==> src/rtl/gromitsys_sb_lock_rst_seq.sv <==
// rtl/gromitsys_sb_lock_rst_seq.sv - CCC lock qualifier and two-stage fabric reset sequencer on GL0
// Optional lock-acquire timeout flag built when GROMIT_LOCK_TIMEOUT_EN is defined.
module gromitsys_sb_lock_rst_seq #(
  parameter int STABLE_CYCLES  = 1024,
  parameter int STAGE_GAP      = 16,
  parameter int LOSS_FILTER    = 4,
  parameter int CNT_W          = 16,
  parameter int TIMEOUT_CYCLES = 65535
) (
  input  logic       GL0,
  input  logic       POWER_ON_RESET_N,
  input  logic       LOCK,
  input  logic       CLR_LOSS,
  output logic       FAB_RESET_N,
  output logic       PERIPH_RESET_N,
  output logic       READY,
  output logic [7:0] LOCK_LOSS_CNT,
  output logic       TIMEOUT
);

  localparam logic [2:0] S_WAIT_LOCK  = 3'd0;
  localparam logic [2:0] S_STABLE     = 3'd1;
  localparam logic [2:0] S_REL_FAB    = 3'd2;
  localparam logic [2:0] S_REL_PERIPH = 3'd3;
  localparam logic [2:0] S_RUN        = 3'd4;
  localparam logic [2:0] S_LOST       = 3'd5;

  if (STABLE_CYCLES < 2 || STAGE_GAP < 1 || LOSS_FILTER < 1 ||
      longint'(STABLE_CYCLES) >= (longint'(1) << CNT_W) ||
      longint'(STAGE_GAP) >= (longint'(1) << CNT_W) ||
      longint'(LOSS_FILTER) >= (longint'(1) << CNT_W) ||
      longint'(TIMEOUT_CYCLES) >= (longint'(1) << CNT_W)) begin : g_bad_params
    $error("gromitsys_sb_lock_rst_seq: illegal parameter combination");
  end

  logic             sync1_q, lock_s_q;
  logic [2:0]       state_q, state_d;
  logic [CNT_W-1:0] cnt_q, cnt_d;
  logic [CNT_W-1:0] filt_q, filt_d;
  logic             fab_q, fab_d;
  logic             periph_q, periph_d;
  logic             ready_q, ready_d;
  logic [7:0]       loss_q, loss_d;
  logic             loss_hit;
  logic             released;

  assign released = (state_q == S_REL_FAB) || (state_q == S_REL_PERIPH) || (state_q == S_RUN);
  assign loss_hit = released && !lock_s_q && (filt_q == CNT_W'(LOSS_FILTER - 1));

  always_comb begin
    state_d  = state_q;
    cnt_d    = cnt_q;
    filt_d   = filt_q;
    fab_d    = fab_q;
    periph_d = periph_q;
    ready_d  = ready_q;
    loss_d   = loss_q;

    if (released) begin
      filt_d = lock_s_q ? '0 : filt_q + 1'b1;
    end

    case (state_q)
      S_WAIT_LOCK: begin
        fab_d    = 1'b0;
        periph_d = 1'b0;
        ready_d  = 1'b0;
        if (lock_s_q) begin
          state_d = S_STABLE;
          cnt_d   = CNT_W'(1);
        end else begin
          cnt_d = '0;
        end
      end
      // Any dropout before the first release restarts qualification from scratch.
      S_STABLE: begin
        if (!lock_s_q) begin
          state_d = S_WAIT_LOCK;
          cnt_d   = '0;
        end else if (cnt_q == CNT_W'(STABLE_CYCLES - 1)) begin
          state_d = S_REL_FAB;
          cnt_d   = '0;
          filt_d  = '0;
          fab_d   = 1'b1;
        end else begin
          cnt_d = cnt_q + 1'b1;
        end
      end
      S_REL_FAB: begin
        if (cnt_q == CNT_W'(STAGE_GAP - 1)) begin
          state_d  = S_REL_PERIPH;
          periph_d = 1'b1;
          ready_d  = 1'b1;
        end else begin
          cnt_d = cnt_q + 1'b1;
        end
      end
      S_REL_PERIPH: state_d = S_RUN;
      S_RUN:        state_d = S_RUN;
      S_LOST: begin
        state_d = S_WAIT_LOCK;
        cnt_d   = '0;
      end
      default: begin
        state_d  = S_WAIT_LOCK;
        cnt_d    = '0;
        fab_d    = 1'b0;
        periph_d = 1'b0;
        ready_d  = 1'b0;
      end
    endcase

    if (loss_hit) begin
      state_d  = S_LOST;
      cnt_d    = '0;
      filt_d   = '0;
      fab_d    = 1'b0;
      periph_d = 1'b0;
      ready_d  = 1'b0;
    end

    // A clear coinciding with a loss event still records that event.
    if (CLR_LOSS) begin
      loss_d = loss_hit ? 8'd1 : 8'd0;
    end else if (loss_hit && loss_q != 8'hFF) begin
      loss_d = loss_q + 8'd1;
    end
  end

  always_ff @(posedge GL0) begin
    if (!POWER_ON_RESET_N) begin
      sync1_q  <= 1'b0;
      lock_s_q <= 1'b0;
      state_q  <= S_WAIT_LOCK;
      cnt_q    <= '0;
      filt_q   <= '0;
      fab_q    <= 1'b0;
      periph_q <= 1'b0;
      ready_q  <= 1'b0;
      loss_q   <= 8'd0;
    end else begin
      sync1_q  <= LOCK;
      lock_s_q <= sync1_q;
      state_q  <= state_d;
      cnt_q    <= cnt_d;
      filt_q   <= filt_d;
      fab_q    <= fab_d;
      periph_q <= periph_d;
      ready_q  <= ready_d;
      loss_q   <= loss_d;
    end
  end

`ifdef GROMIT_LOCK_TIMEOUT_EN
  logic [CNT_W-1:0] wait_q, wait_d;
  logic             timeout_q, timeout_d;

  always_comb begin
    wait_d    = wait_q;
    timeout_d = timeout_q;
    if (state_q == S_WAIT_LOCK || state_q == S_STABLE) begin
      if (wait_q != CNT_W'(TIMEOUT_CYCLES)) begin
        wait_d = wait_q + 1'b1;
      end
      if (wait_d == CNT_W'(TIMEOUT_CYCLES)) begin
        timeout_d = 1'b1;
      end
    end
    if (state_d == S_REL_FAB && state_q != S_REL_FAB) begin
      wait_d = '0;
    end
  end

  always_ff @(posedge GL0) begin
    if (!POWER_ON_RESET_N) begin
      wait_q    <= '0;
      timeout_q <= 1'b0;
    end else begin
      wait_q    <= wait_d;
      timeout_q <= timeout_d;
    end
  end

  assign TIMEOUT = timeout_q;
`else
  assign TIMEOUT = 1'b0;
`endif

  assign FAB_RESET_N    = fab_q;
  assign PERIPH_RESET_N = periph_q;
  assign READY          = ready_q;
  assign LOCK_LOSS_CNT  = loss_q;

endmodule

==> config.mk <==
export PLATFORM = sky130hd
export DESIGN_NAME = gromitsys_sb_lock_rst_seq
export DESIGN_NICKNAME = d
export VERILOG_FILES = /design/src/rtl/gromitsys_sb_lock_rst_seq.sv
export SDC_FILE = /design/constraint.sdc
export NUM_CORES = 1
export LEC_CHECK = 0
export CAP_MARGIN = 15
export CORE_MARGIN = 2
export CORE_UTILIZATION = 55
export CTS_BUF_LIST = sky130_fd_sc_hd__clkbuf_4
export DETAILED_ROUTE_END_ITERATION = 6
export PLACE_DENSITY = 0.75
export SLEW_MARGIN = 40
export SYNTH_ARGS = -nofsm -noshare
export SYNTH_HDL_FRONTEND = slang
export SYNTH_SLANG_ARGS = --single-unit
export TNS_END_PERCENT = 100
==> constraint.sdc <==
create_clock -name GL0 -period 2.74 [get_ports GL0]
set_input_delay 0.822 -clock GL0 [delete_from_list [all_inputs] [get_ports GL0]]
set_output_delay 0.822 -clock GL0 [all_outputs]
set_load 0.05 [all_outputs]
; ---- Yosys cells after proc, flatten, opt, wreduce, memory -nomap -nowiden
; Index checks and enable logic that the tools add are counted.
[classes]
n_addsub = 3
eq_ne = 18
mux = 24
bitwise_logic = 4
n_reduce_logical = 17
[ops]
columns = operator, count
row1 = $mux W16, 8
row2 = $pmux W16 S4, 1
row3 = $add A16 B1 Y16 const B, 2
row4 = $eq A16 B10 Y1 const B, 1
row5 = $eq A16 B2 Y1 const B, 1
row6 = $eq A16 B4 Y1 const B, 1
row7 = $mux W8, 2
row8 = $mux W3, 5
row9 = $pmux W3 S4, 1
row10 = $reduce_and A3 Y1, 3
row11 = $add A8 B1 Y8 const B, 1
row12 = $ne A2 B2 Y1 const B, 4
row13 = $ne A8 B8 Y1 const B, 1
row14 = $reduce_or A4 Y1, 2
row15 = $eq A3 B2 Y1 const B, 2
row16 = $eq A3 B3 Y1 const B, 2
row17 = $ne A3 B3 Y1 const B, 2
row18 = $mux W1, 5
row19 = $ne A4 B4 Y1 const B, 1
row20 = $not A1 Y1, 4
row21 = $pmux W1 S2, 2
row22 = $reduce_and A2 Y1, 2
row23 = $reduce_or A2 Y1, 2
row24 = $eq A3 B1 Y1 const B, 1
row25 = 7 further kinds, 10
[word_totals]
regBits = 47
input_bits = 4
output_inout_bits = 12
word_cells = 75

; ---- Depth between registers and ports, before layout
[logic_depth]
word_depth = 8
mapped_depth = 9
depth_no_buf = 7

; ---- Worst setup path after synthesis
; Ideal clock, no wire load.
[synth_path]
path_kind = register to register
startpoint = register cnt_q[0]
endpoint = register filt_q[2]
setup_time_ns = 0.115
t_arrival_ns = 1.813
required_ns = 2.625
slack_ns = 0.812
path_stages_with_launch = 9
path_buffers = 2
period_less_slack_ns = 1.928
path_cell_list = dfxtp_1 -> ha_1 -> nand3_1 -> or2_1 -> buf_6 -> or4_4 -> nand3_4 -> buf_8 -> nor2_1
[synth_via]
elab_chain_cells = 4
[synth_rtl]
columns = element, line_no
row1 = "start, declared", 38  ; logic [CNT_W-1:0] cnt_q, cnt_d;
row2 = "start signal, assigned", 145  ; cnt_q <= cnt_d;
row3 = $eq A16 B10 Y1, 80  ; end else if (cnt_q == CNT_W'(STABLE_CYCLES - 1)) begin
row4 = $mux W16, 80
row5 = $mux W16, 77  ; if (!lock_s_q) begin
row6 = $mux W16, 63  ; case (state_q)
row7 = "end signal, assigned", 146  ; filt_q <= filt_d;
row8 = "end, declared", 39  ; logic [CNT_W-1:0] filt_q, filt_d;
; No other way between the ends.
; A chain may end at the register's enable or synchronous reset.

; ---- Final worst setup path
[layout_path]
startpoint = register loss_q[2] (netlist: LOCK_LOSS_CNT[2])
endpoint = output port LOCK_LOSS_CNT[2]
[layout_lines]
columns = element, line_no
row1 = "start, declared", 43  ; logic [7:0] loss_q, loss_d;
row2 = "start signal, assigned", 150  ; loss_q <= loss_d;
row3 = "end, declared", 17  ; output logic [7:0] LOCK_LOSS_CNT,
; No word-level cell between the ends.

==> flow_metrics.tcl <==
set metrics [dict create \
    grt_overflow 0 \
    hpwl_mm 3.852 \
    drv_cap 0 \
    port_buffers 14 \
    fin_crit_ns 2.515 \
    cts_tree "built" \
    cpLargestDelayFamily "buffers and inverters" \
    fin_area_mm2 0.002861 \
    grt_use_met3_pct 4.115 \
    syn-mean-instance-area_um2 8.084 \
    met2_usage_pct 40.08 \
    drive_gt1_share_pct 8.876 \
    ys_types 59 \
    setup_tns_ns 0 \
    synth.area.top_cells "dfxtp_1 35%, a21oi_1 4.5%, nand2_1 4.2%, nor2_1 3.8%, o21ai_0 3.2%" \
    path_cells "clkdlybuf4s50_1" \
    core_area_mm2 0.004692 \
    netlist_area_mm2 0.002668 \
    crit_type "register to output pin" \
    p_int_uw 826.0 \
    combPwrFrac_pct 4.1 \
    setup_violations 0 \
    ir_drop_uv 261.0 \
    hp-class "register to register" \
    start_util_pct 56.85 \
    required_ns 1.92 \
    synth_seq_cells 47 \
    grt_util_all_layers_pct 22.39 \
    switching_power_uw 254.3 \
    postCtsHoldBufs 0 \
    antenna_found_initial 0 \
    yosysWarnings 0 \
    cp-start-kind "register" \
    numCtsBuffers 5 \
    drt_wl_total_mm 5.558 \
    slew_violations 0 \
    cp.arrival_ns 1.69 \
    synth_edf_count 0 \
    layout_common_cells "47 x dfxtp_1, 30 x nand2_1, 27 x nor2_1" \
    firstDrtPassIters 4 \
    yosysSeqAreaShare_pct 35.27 \
    vias 2386 \
    p_per_area_mw_per_mm2 377.5 \
    post_cts_resized 0 \
    met1_usage_pct 27.31 \
    post-cts-setup-buffers 0 \
    grt_max_degree 19 \
    synthToLayoutAreaGrowth_pct 7.270 \
    antenna_left 0 \
    cts.path.max_buffers 2 \
    drc 0 \
    wl_per_cell_um 14.18 \
    swShare_pct 23.54 \
    p_leak_uw 0.0009141 \
    critical_path.max_fanout 7 \
    fp.dieH_um 73.64 \
    gp_congestion 0.8482 \
    die-area_mm2 0.005423 \
    placed_area_mm2 0.002804 \
    p_clk_share_pct 31.6 \
    outcome "finished clean" \
    synth_nets 339 \
    holdWs_ns 0.4855 \
    final_common_cell "dfxtp_1" \
    slew_headroom_pct 41.54 \
    top_usage_layer "met2" \
    pwr-share-seq_pct 64.3 \
    diodes 0 \
    rows 25 \
    rsz0062_at_grt "no" \
    path_clk_slew_ns 0.13 \
    synth-async-reset-ratio_pct 0 \
    finalNetCount 346 \
    fmax_ghz 0.3976 \
    ios 16 \
    yosysTopAreaCellShare_pct 35.27 \
    slowest_delay_ns 0.85 \
    viasPerCell 6.087 \
    drtIter0Drc 107 \
    fin_crit_sh_pct 91.80 \
    htreeDepth 2 \
    finalClockSkew_ns 0.01379 \
    end_kind "output pin" \
    grt_first_pass_wirelength_mm 9.784 \
    cts_sinks 47 \
    crit_slowest_cell "clkdlybuf4s50_1" \
    synth_cells 330 \
    synth_ff_type "dfxtp_1" \
    hold_violations 0 \
    path_buf_inv 1 \
    grt_pass1_vias 2217 \
    worstSkewPairLatency_ns 0.37 \
    synth.largest_area_cell "dfxtp_1" \
    die_w_um 73.64 \
    cts_root_buf "clkbuf_4" \
    tightest_slew_ns 0.8689 \
]
==> registers in the layout (all words and copies together), names as in the netlist <==
signal	cells
cnt_q	16
filt_q	16
LOCK_LOSS_CNT	8
state_q	3
FAB_RESET_N	1
READY	1
lock_s_q	1
sync1_q	1
==> synthesized netlist by cell type (3+ instances only) <==
| master | count |
|---|---|
| clkbuf_1 | 9 |
| dfxtp_1 | 47 |
| o211ai_1 | 4 |
| nor2b_1 | 5 |
| mux2i_1 | 3 |
| nor3b_1 | 3 |
| or4_1 | 9 |
| xor2_1 | 4 |
| nor4_1 | 8 |
| and3_1 | 9 |
| xnor2_1 | 5 |
| o21a_1 | 4 |
| buf_2 | 3 |
| nand2_1 | 30 |
| ha_1 | 5 |
| a21oi_1 | 24 |
| and4_1 | 4 |
| a21o_1 | 9 |
| nor2_1 | 27 |
| nand4_1 | 6 |
| or3_1 | 8 |
| buf_4 | 4 |
| o31ai_1 | 5 |
| nor3_1 | 8 |
| inv_1 | 12 |
| and2_1 | 5 |
| mux2_2 | 3 |
| o21ai_0 | 17 |
| nand3_1 | 16 |
==> final timing paths <==
check | startpoint | endpoint | slack [ns] | cells after the start
min | sync1_q | lock_s_q | 0.49 | 1
max | LOCK_LOSS_CNT[2] | LOCK_LOSS_CNT[2] | 0.22 | 1
min reg2reg | sync1_q | lock_s_q | 0.49 | 1
max reg2reg | cnt_q[0] | filt_q[3] | 0.60 | 6
==> metal layers <==
metal	part of all wire (%)	routed length (µm)	up-vias
li1	-	-	1210
met1	45	2524	1136
met2	51	2831	31
met3	2.5	139	9
met4	1.1	63	0
met5	0	0	-
==> power by group through the flow <==
stage	Combinational (µW)	Clock [µW]	Sequential, µW
2_1_floorplan	37.6	0	705
6_report	44.4	342	694
5_1_grt	49.7	374	695
4_1_cts	44.7	356	694
3_5_place_dp	44.6	0	709
3_3_place_gp	43.9	0	709
==> metrics by stage <==
step,cells,util (%),setup slack (ns),power (µW)
6_report,392,60.99,0.2247,1080
5_1_grt,392,60.99,0.1699,1119
4_1_cts,392,60.99,0.2163,1095
3_5_place_dp,384,59.76,0.5466,753.9
3_3_place_gp,384,59.68,0.4626,753.0
2_1_floorplan,330,-,0.8124,742.2
==> area by class of cell <==
class / count / area (µm²)
timing repair buffer: 18 / 170.2
multi-input combinational: 253 / 1580
fill: 423 / 1831
inverter: 12 / 45.04
sequential: 47 / 940.9
clock buffer: 7 / 52.55
tap: 54 / 67.56
clock inverter: 1 / 5.005
==> logic make-up after synthesis <==
group	share of synthesized area (%)
multiplexers	2.392
flip-flops	35.27
AO/OA/AOI/OAI	19.09
buffers and inverters	5.628
other	0.1406
adder cells (fa/ha/maj)	2.345
AND/OR/NAND/NOR	32.18
XOR/XNOR	2.955
No activity file was read; power rests on OpenSTA's default activity.
